## src/rtl/dma_arbiter_rr.sv

```systemverilog
`default_nettype none
// ============================================================================
// Module   : dma_arbiter_rr
// Purpose  : Stream arbiter for the AHB DMA master port. Picks one of numb_ch
//            streams by 2-bit priority level (3 = highest), breaks ties
//            round-robin, and holds the grant until a beat boundary says
//            otherwise. Every hand-over passes through an idle cycle.
// Ports    : i_clk, i_nreset        clock, asynchronous active-low reset
//            i_en_stream[ch]        stream enabled
//            i_pl[ch]               stream priority level
//            i_relevance_req        1 = peripheral request needed to compete
//            i_requests[ch]         peripheral request per stream
//            i_left_bytes[ch]       bytes still to move (0 = nothing to do)
//            i_master_ready         master idle, can take a new stream
//            i_beat_done            selected stream finished a beat
//            i_burst_last           marks i_beat_done as end of burst
//            o_stream_sel           granted stream index
//            o_master_en            master may transfer for o_stream_sel
//            o_switch               pulse on the first cycle of a new grant
// Options  : DMA_ARB_QUANTUM_EN     limit a grant to max_beats beats while an
//                                   equal-or-higher priority stream waits
// Revision : 1.0  initial release
// ============================================================================
module dma_arbiter_rr #(
  parameter int numb_ch   = 8,
  parameter int fifo_size = 5,
  parameter int max_beats = 16
) (
  input  logic                       i_clk,
  input  logic                       i_nreset,
  input  logic [numb_ch-1:0]         i_en_stream,
  input  logic [1:0]                 i_pl         [numb_ch],
  input  logic                       i_relevance_req,
  input  logic [numb_ch-1:0]         i_requests,
  input  logic [fifo_size:0]         i_left_bytes [numb_ch],
  input  logic                       i_master_ready,
  input  logic                       i_beat_done,
  input  logic                       i_burst_last,
  output logic [$clog2(numb_ch)-1:0] o_stream_sel,
  output logic                       o_master_en,
  output logic                       o_switch
);

  localparam int SEL_W = $clog2(numb_ch);
  localparam logic [SEL_W:0]   c_numb_ch = (SEL_W+1)'(numb_ch);
  localparam logic [SEL_W-1:0] c_last_ch = SEL_W'(numb_ch - 1);

  typedef enum logic [0:0] {
    ST_IDLE = 1'b0,
    ST_WORK = 1'b1
  } state_t;

  state_t             r_state;
  state_t             w_state_nxt;
  logic [SEL_W-1:0]   r_sel;
  logic [SEL_W-1:0]   r_last;
  logic               r_switch;

  logic [numb_ch-1:0] w_elig;
  logic [1:0]         w_max_pl;
  logic               w_win_vld;
  logic [SEL_W-1:0]   w_win;
  logic [SEL_W:0]     w_sum;
  logic [SEL_W-1:0]   w_idx;
  logic               w_cur_elig;
  logic [1:0]         w_cur_pl;
  logic               w_hi_other;
  logic               w_ge_other;
  logic               w_quantum_exit;
  logic               w_exit;
  logic               w_grant;

  // --------------------------------------------------------------------------
  // Eligibility and winner selection
  // --------------------------------------------------------------------------
  always_comb begin
    w_elig    = '0;
    w_max_pl  = 2'd0;
    w_win_vld = 1'b0;
    w_win     = '0;
    w_sum     = '0;
    w_idx     = '0;
    for (int ch = 0; ch < numb_ch; ch++) begin
      w_elig[ch] = i_en_stream[ch] & (|i_left_bytes[ch]) &
                   (i_requests[ch] | ~i_relevance_req);
      if (w_elig[ch] && (i_pl[ch] > w_max_pl)) begin
        w_max_pl = i_pl[ch];
      end
    end
    // Search starts one past the last grant and wraps; k = numb_ch revisits
    // the last granted stream so it still wins when it is alone.
    for (int k = 1; k <= numb_ch; k++) begin
      w_sum = {1'b0, r_last} + (SEL_W+1)'(k);
      if (w_sum >= c_numb_ch) begin
        w_sum = w_sum - c_numb_ch;
      end
      w_idx = w_sum[SEL_W-1:0];
      for (int ch = 0; ch < numb_ch; ch++) begin
        if (!w_win_vld && (SEL_W'(ch) == w_idx) && w_elig[ch] &&
            (i_pl[ch] == w_max_pl)) begin
          w_win_vld = 1'b1;
          w_win     = w_idx;
        end
      end
    end
  end

  // --------------------------------------------------------------------------
  // Status of the currently selected stream and its competitors
  // --------------------------------------------------------------------------
  always_comb begin
    w_cur_elig = 1'b0;
    w_cur_pl   = 2'd0;
    w_hi_other = 1'b0;
    w_ge_other = 1'b0;
    for (int ch = 0; ch < numb_ch; ch++) begin
      if (SEL_W'(ch) == r_sel) begin
        w_cur_elig = w_elig[ch];
        w_cur_pl   = i_pl[ch];
      end
    end
    for (int ch = 0; ch < numb_ch; ch++) begin
      if ((SEL_W'(ch) != r_sel) && w_elig[ch]) begin
        if (i_pl[ch] > w_cur_pl) begin
          w_hi_other = 1'b1;
        end
        if (i_pl[ch] >= w_cur_pl) begin
          w_ge_other = 1'b1;
        end
      end
    end
  end

`ifdef DMA_ARB_QUANTUM_EN
  localparam int BC_W = (max_beats > 1) ? $clog2(max_beats) : 1;
  localparam logic [BC_W-1:0] c_cnt_max = BC_W'(max_beats - 1);

  logic [BC_W-1:0] r_beat_cnt;

  // Quantum only ends a grant when someone at least as important is waiting;
  // otherwise the counter stays saturated and the grant continues.
  assign w_quantum_exit = i_beat_done & (r_beat_cnt == c_cnt_max) & w_ge_other;

  always_ff @(posedge i_clk or negedge i_nreset) begin
    if (!i_nreset) begin
      r_beat_cnt <= '0;
    end else if (w_grant) begin
      r_beat_cnt <= '0;
    end else if ((r_state == ST_WORK) && i_beat_done &&
                 (r_beat_cnt != c_cnt_max)) begin
      r_beat_cnt <= r_beat_cnt + 1'b1;
    end
  end
`else
  assign w_quantum_exit = 1'b0;
`endif

  if ((numb_ch < 2) || (max_beats < 1)) begin : g_cfg_check
    $error("dma_arbiter_rr: numb_ch must be >= 2 and max_beats >= 1");
  end

  // Ineligibility exits without waiting for a beat; the rest are beat
  // boundary events.
  assign w_exit  = ~w_cur_elig | (i_beat_done & i_burst_last) |
                   (i_beat_done & w_hi_other) | w_quantum_exit;
  assign w_grant = (r_state == ST_IDLE) & w_win_vld & i_master_ready;

  // --------------------------------------------------------------------------
  // FSM
  // --------------------------------------------------------------------------
  always_ff @(posedge i_clk or negedge i_nreset) begin
    if (!i_nreset) begin
      r_state <= ST_IDLE;
    end else begin
      r_state <= w_state_nxt;
    end
  end

  always_comb begin
    w_state_nxt = r_state;
    o_master_en = 1'b0;
    case (r_state)
      ST_IDLE: begin
        if (w_grant) begin
          w_state_nxt = ST_WORK;
        end
      end
      ST_WORK: begin
        o_master_en = 1'b1;
        if (w_exit) begin
          w_state_nxt = ST_IDLE;
        end
      end
      default: begin
        w_state_nxt = ST_IDLE;
      end
    endcase
  end

  // --------------------------------------------------------------------------
  // Grant registers
  // --------------------------------------------------------------------------
  always_ff @(posedge i_clk or negedge i_nreset) begin
    if (!i_nreset) begin
      r_sel    <= '0;
      r_last   <= c_last_ch;
      r_switch <= 1'b0;
    end else begin
      r_switch <= w_grant;
      if (w_grant) begin
        r_sel  <= w_win;
        r_last <= w_win;
      end
    end
  end

  assign o_stream_sel = r_sel;
  assign o_switch     = r_switch;

endmodule
`default_nettype wire

```

## config.mk

```make
export PLATFORM = sky130hd
export DESIGN_NAME = dma_arbiter_rr
export DESIGN_NICKNAME = d
export VERILOG_FILES = /design/src/rtl/dma_arbiter_rr.sv
export SDC_FILE = /design/constraint.sdc
export NUM_CORES = 1
export LEC_CHECK = 0
export CORE_ASPECT_RATIO = 1.4
export CORE_MARGIN = 10
export CORE_UTILIZATION = 35
export DETAILED_ROUTE_END_ITERATION = 12
export GPL_TIMING_DRIVEN = 0
export HOLD_SLACK_MARGIN = 0.1
export PLACE_DENSITY = 0.7
export SYNTH_ARGS = -nofsm -noshare
export SYNTH_HDL_FRONTEND = slang
export SYNTH_SLANG_ARGS = --single-unit
```

## constraint.sdc

```tcl
create_clock -name i_clk -period 4.6 [get_ports i_clk]
set_input_delay 1.38 -clock i_clk [delete_from_list [all_inputs] [get_ports i_clk]]
set_output_delay 1.38 -clock i_clk [all_outputs]
set_load 0.01 [all_outputs]
```

# ---- Yosys cells after proc, flatten, opt, wreduce, memory -nomap -nowiden
# Index checks and enable logic that the tools add are counted.
# W data, S select, Z words.
dict set report word_totals {
  regBits 8
  inputBits 86
  output_inout_bits 5
  wordCells 623
}
dict set report op_classes {
  addsub 16
  magnitude_cmp 24
  eq_ne 78
  n_mux 180
  bitwise 33
  reduce_logical 288
}
# operator n
set op_table {}
lappend op_table {{$mux W3} 72}
lappend op_table {{$logic_and A1 B1 Y1} 207}
lappend op_table {{$eq A3 B3 Y1 const A} 36}
lappend op_table {{$mux W1} 91}
lappend op_table {{$logic_not A1 Y1} 63}
lappend op_table {{$eq A2 B3 Y1 const A} 18}
lappend op_table {{$reduce_or A6 Y1} 8}
lappend op_table {{$ge A4 B4 Y1 const B} 8}
lappend op_table {{$mux W2} 16}
lappend op_table {{$gt A2 B2 Y1} 15}
lappend op_table {{$eq A1 B3 Y1 const A} 9}
lappend op_table {{$logic_not A3 Y1} 9}
lappend op_table {{$sub A3 B1 Y3 const B} 8}
lappend op_table {{$and A1 B1 Y1} 20}
lappend op_table {{$add A3 B3 Y4 const B} 4}
lappend op_table {{$eq A2 B2 Y1} 8}
lappend op_table {{$ne A3 B3 Y1 const A} 4}
lappend op_table {{$or A1 B1 Y1} 10}
lappend op_table {{$add A3 B2 Y4 const B} 2}
lappend op_table {{$ne A2 B3 Y1 const A} 2}
lappend op_table {{$add A3 B1 Y4 const B} 1}
lappend op_table {{$add A3 B4 Y4 const B} 1}
lappend op_table {{$ne A1 B3 Y1 const A} 1}
lappend op_table {{$not A1 Y1} 3}
lappend op_table {{other kinds (3)} 3}

# ---- Logic depth before layout (Yosys ltp)
dict set report depth {
  word_depth 348
  ltp_mapped 63
}

# ---- Least setup slack after synthesis
# OpenSTA, ideal clock, no wires.
dict set report synth_timing {
  path_kind {input -> register}
  start {input port i_left_bytes[43] (netlist name)}
  end {register r_sel[0] (netlist: o_stream_sel[0])}
  arrival_time_ps 12263
  t_required_ps 4505
  path_slack_ps -7758
  path_stages 61
  path_buffers 3
  cell_sequence {or4_1 o221a_2 buf_2 nand2_1 ha_1 nor2b_1 o21ai_0 nor2_1 o21ai_0 ha_1 nor2_1 nor2_1 nor3_1 a31oi_1 o21a_1 ha_1 nor2_1 nor2_1 [... 25 more ...] o21ai_0 ha_1 nor2b_1 o21ai_0 nor3_1 nor3_1 a21boi_0 nor3_1 nand4_1 a31oi_2 a2111o_1 or4_4 or4_4 nor2_2 a31o_2 inv_2 nand2b_1 o31ai_1}
}
dict set report synth_via {
  elab_chain_len 346
  elab_cells_between_ends 418
  cone_classes {7 x order compare; 8 x eq/ne; 136 x mux; 4 x bitwise; 263 x reduce/logical}
}
# element line_no
set synth_lines {}
lappend synth_lines {{start: declaration} 35} ;# input logic [fifo_size:0] i_left_bytes [numb_ch],
lappend synth_lines {{$reduce_or A6 Y1 (*)} 84} ;# w_elig[ch] = i_en_stream[ch] & (|i_left_bytes[ch]) &
lappend synth_lines {{$and A1 B1 Y1 (*) (2 in series)} 84}
lappend synth_lines {{$logic_and A1 B1 Y1} 86} ;# if (w_elig[ch] && (i_pl[ch] > w_max_pl)) begin
lappend synth_lines {{$mux W2} 86}
lappend synth_lines {{$gt A2 B2 Y1} 86}
lappend synth_lines {{$logic_and A1 B1 Y1} 86}
lappend synth_lines {{$mux W2} 86}
lappend synth_lines {{$gt A2 B2 Y1} 86}
lappend synth_lines {{[... 325 more ...]} -}
lappend synth_lines {{$logic_not A1 Y1} 99} ;# if (!w_win_vld && (SEL_W'(ch) == w_idx) && w_elig[ch] &&
lappend synth_lines {{$logic_and A1 B1 Y1 (3 in series)} 99}
lappend synth_lines {{$mux W1} 99}
lappend synth_lines {{$logic_not A1 Y1} 99}
lappend synth_lines {{$logic_and A1 B1 Y1 (3 in series)} 99}
lappend synth_lines {{$mux W1 (*)} 99}
lappend synth_lines {{$and A1 B1 Y1 (*) (2 in series)} 166} ;# assign w_grant = (r_state == ST_IDLE) & w_win_vld & i_master_ready;
lappend synth_lines {{named net w_grant} 71} ;# logic w_grant;
lappend synth_lines {{end signal: assignment} 211} ;# r_sel <= w_win;
lappend synth_lines {{end: declaration} 55} ;# logic [SEL_W-1:0] r_sel;
# Mark *: on every way through the listed nets, which the timed path passes. The rest lies on a longest branch.
# A chain may end at the register's enable or synchronous reset.

# ---- Worst setup path in the final report
dict set report layout_timing {
  start {input port i_left_bytes[45] (netlist name)}
  end {register r_sel[0] (netlist: o_stream_sel[0])}
}
dict set report layout_via {
  elab_chain_len 346
  elab_cells_between_ends 418
  cone_classes {7 x order compare; 8 x eq/ne; 136 x mux; 4 x bitwise; 263 x reduce/logical}
}
# element line_no
set layout_lines {}
lappend layout_lines {{$reduce_or A6 Y1 (*)} 84}
lappend layout_lines {{$and A1 B1 Y1 (*) (2 in series)} 84}
lappend layout_lines {{$logic_and A1 B1 Y1} 86}
lappend layout_lines {{$mux W2} 86}
lappend layout_lines {{$gt A2 B2 Y1} 86}
lappend layout_lines {{$logic_and A1 B1 Y1} 86}
lappend layout_lines {{$mux W2} 86}
lappend layout_lines {{$gt A2 B2 Y1} 86}
lappend layout_lines {{[... 324 more ...]} -}
lappend layout_lines {{$mux W1} 99}
lappend layout_lines {{$logic_not A1 Y1} 99}
lappend layout_lines {{$logic_and A1 B1 Y1 (3 in series)} 99}
lappend layout_lines {{$mux W1} 99}
lappend layout_lines {{$logic_not A1 Y1} 99}
lappend layout_lines {{$logic_and A1 B1 Y1 (3 in series)} 99}
lappend layout_lines {{$mux W1} 99}
lappend layout_lines {{$and A1 B1 Y1 (2 in series)} 166}
# Every way passes the cells marked *; elsewhere a longest branch is shown, timed or not.

==> parameters.txt <==
Parameter                              Value

Layout
  Filler Cells Inserted ... 1028
  Final design instance area without fill ... 6610 um^2
  Share of cells above drive strength 1 ... 32.6%
  Commonest cells after routing, fill and taps aside ... clkdlybuf4s50_1, buf_4, nand2_1
  Final-stage net count ... 856
  Area occupied by multi-input gates ... about 4400 um^2
  Register Area ... just over 200 um^2
  Most common library cell in the layout ignoring fill and taps ... clkdlybuf4s50_1
  Antenna Diode Count ... 0
  Area delta synth->final ... 59.7%

Logic synthesis
  Synthesized-area fraction occupied by and/or/nand/nor cells ... 32.8%
  Ys Warns ... 0
  Register area share after synthesis ... under 10%
  Mean cell area of the mapped netlist ... 7.25 um^2
  Synth Area in XOR/XNOR ... between 2 and 3%
  Cells after synthesis ... 571
  Number of enable-type register cells in the synthesized netlist ... 0
  Post-synth net total ... 693
  Multiplexer share of the synthesized area ... about 4.3%
  Netlist Area Pre-Place ... 4140 um^2
  Number of unique standard cell types used by synthesis ... between 90 and 100
  Share of synthesized flip-flops with an asynchronous set or reset ... 100%
  #FFs+latches synth ... 8
  Leading register cell type out of synthesis ... dfrtp_1
  Dominant combinational cell family by area after synthesis ... compound AO/OA/AOI/OAI gates
  Synth Area in Adders ... 10.9%
  Share of the synthesized area in compound gates (AO/OA/AOI/OAI) ... 38.5%

Setup path
  Worst stage delay on the critical path ... 530 ps
  Peak fanout along the critical path ... 6
  Kind of end point of the critical path ... register
  Required arrival time at the worst endpoint ... 4740 ps
  Critical path arrival ... 12340 ps
  Slowest stage cell, crit path ... or4_4
  Worst path most repeated cell ... ha_4
  Kind of critical path ... primary input to register
  Crit path launch type ... primary input

Flow run
  Max-capacitance violation count ... 0

Floorplan
  Chip height ... 149 um
  Top-Level Pins ... 91
  Site row count ... between 40 and 50
  Total die area ... 16600 um^2
  Die W ... between 100 and 150 um
  Starting density of the core ... 36.1%
  Core region area ... 11500 um^2

Timing
  Fin Clk Skew ... 2.53 ps
  Slew at the pin closest to its max-slew limit ... 1150 ps
  Slew Limit Headroom ... roughly 22%
  Max Fclk ... roughly 80 MHz
  Final cycle utilization of the critical path ... 265%
  Total setup violations reported at the end of the flow ... 8
  Total negative setup slack ... -60230 ps
  Hold Violations, Final ... 0
  Count of final max-slew check failures ... 0
  Unrepaired setup endpoints after global routing ... true
  Period minus WS final ... 12200 ps
  Min setup slack post-route ... -7600 ps

Clock tree
  Worst skew pair latency ... 230 ps
  Clock tree from TritonCTS ... done
  Cell at the root of the clock tree ... clkbuf_16
  Maximum root-to-sink buffer count ... 2
  Clock transition at path regs ... 40 ps
  Count of H-tree levels built during CTS ... 1
  Clock sinks ... 8
  Total CTS buffers ... 3

GRT
  Global-route wire length before repair ... 31.6 mm
  Met1 capacity usage during global routing ... between 20% and 30%
  Met2 GRT Util ... a little over two fifths
  Initial antenna violation count ... 0
  Pin count of the biggest net entering global routing ... 11
  Global route hottest layer ... met2
  Residual overflow from global routing ... 0
  Overall track demand over capacity in global routing ... 23.1%
  Via count of the first global-routing pass ... 5805
  Met3 usage ... under 10%

Power and ir drop
  Sw Pwr ... slightly above 2 mW
  Power consumption ... approximately 3.6 mW
  Part of the power in combinational logic ... ~90%
  Power share of the sequential group ... 4.5%
  Portion of total power attributed to the clock network ... 4.1%
  Static Leak ... 2.51 nW
  Maximum vdd drop ... 0.000570 V
  Switching part of the total power ... 55.4%
  Power density over the cells ... 551 nW/um^2
  Design internal power ... about 1.6 mW

Place
  Port Buffers ... between 80 and 90
  Routability congestion estimate ... 0.958
  Dpl hpwl ... 15.7 mm
  Area after detailed placement ... 5450 um^2

Routing
  Via Count ... 5833
  Count of nets left with antenna violations after detail routing ... 0
  Count of TritonRoute iterations in the first routing pass ... 5
  Routed wire per std cell ... 23.7 um
  Number of remaining DRC errors ... 0
  DRC violation total after the first TritonRoute iteration ... ~520
  Vias/cell ... between 6 and 7
  Overall routed net length ... between 20 and 25 mm

Outcome
  Violations in the final reports ... setup timing
  Run status ... finished, violations left

Worst hold path
  Hold Crit Class ... register to register
[area by class of cell]
| class | count | share of cell area [%] |
|---|---|---|
| flip-flops and latches | 8 | 3.09 |
| inverters | 27 | 1.72 |
| well taps | 144 | 2.73 |
| repair buffers | 161 | 22.0 |
| clock buffers | 4 | 1.19 |
| plain buffers | 26 | 2.10 |
| multi-input cells | 507 | 67.1 |
[per-stage QoR]
stage | instances | worst slack [ps] | utilization (%) | hold WS (ps)
detailed placement | 801 | -9100 | 47.6 | 539
global placement | 801 | -8910 | 47.6 | 525
finish | 877 | -7600 | 57.7 | 545
global route | 877 | -7910 | 57.7 | 562
CTS | 854 | -7460 | 53.7 | 544
floorplan | 571 | -7170 | - | 505
[registers in the layout, summed over array words and instances (netlist names)]
| register | count |
|---|---|
| o_switch | 1 |
| r_state | 1 |
| r_last | 3 |
| o_stream_sel | 3 |
[worst max-delay path: cells and delay by family]
family                     cells  cell delay [ps]
AOI/OAI and AO/OA             21             4750
and+or+nand+nor               24             3430
adders and majority gates      7             1620
buffers and inverters          7              980
xor gates and xnor gates       1              130
[synth_stat cells (all sizes together), types with 5 or more instances]
master	n	share of area, %
or4	13	2.7
o221ai	11	2.8
o211ai	6	1.5
nor4	7	1.2
and2	10	1.5
inv	27	2.4
nand2	52	4.7
o31ai	6	1.2
a21oi	27	3.4
nor2	35	3.3
o21ai	21	2.5
nor3	19	2.3
nand3	35	4.7
buf	6	1.1
clkbuf	22	2.2
a31oi	12	2.1
a32oi	7	1.5
o221a	6	1.6
a2111oi	5	1.1
nand4	23	3.6
dfrtp	5	3.0
xnor2	9	1.9
mux2	5	1.4
o311ai	7	1.5
and3	9	1.5
nand2b	8	1.2
o22ai	11	1.8
o21a	6	1.1
a211oi	16	3.0
a22oi	10	2.1
mux2i	10	2.4
or2	8	1.2
nor4b	5	1.4
nor2b	11	1.7
ha	36	11
[path summary, 6_finish.rpt]
kind                             startpoint         endpoint  slack [ps]  depth (start not counted)
setup reg to reg                  r_last[1]  o_stream_sel[0]          50                         16
max in group asynchronous          i_nreset        r_last[2]        2870                          1
setup / recovery           i_left_bytes[45]  o_stream_sel[0]       -7600                         60
hold reg to reg                   r_last[0]        r_last[0]         540                          2
hold / removal                    r_last[0]        r_last[0]         540                          2
min in group asynchronous          i_nreset         o_switch        1430                          1
[cell families (layout without fill, tap and decap cells)]
logic type      after synthesis  count (layout)
buf+inv                      56             218
compound gates              198             198
simple gates                244             244
mux                          16              16
fa+ha+maj                    36              36
xor+xnor                     13              13
flops                         8               8
[power by group through the flow]
stage | registers, mW | logic, mW | clock network, mW
after floorplan | 0.161 | 1.90 | 0
final | 0.163 | 3.33 | 0.149
after global routing | 0.169 | 3.53 | 0.155
after global placement | 0.160 | 2.61 | 0
after CTS | 0.162 | 2.93 | 0.152
after detailed placement | 0.162 | 2.66 | 0
[metal layers]
metal | vias to the layer above | wire (um)
met5 | - | 0
met4 | 0 | 1170
met3 | 88 | 1270
met2 | 337 | 10800
met1 | 2785 | 7560
li1 | 2623 | -
[what timing repair did]
action | in CTS | in global routing
cloned | 1 | 0
setup endpoints to repair | 8 | 8
pin swaps | 45 | 42
gates resized for setup | 64 | 59
hold buffers | 0 | 0
buffers inserted | 50 | 26
(Power assumes the default switching activity.)
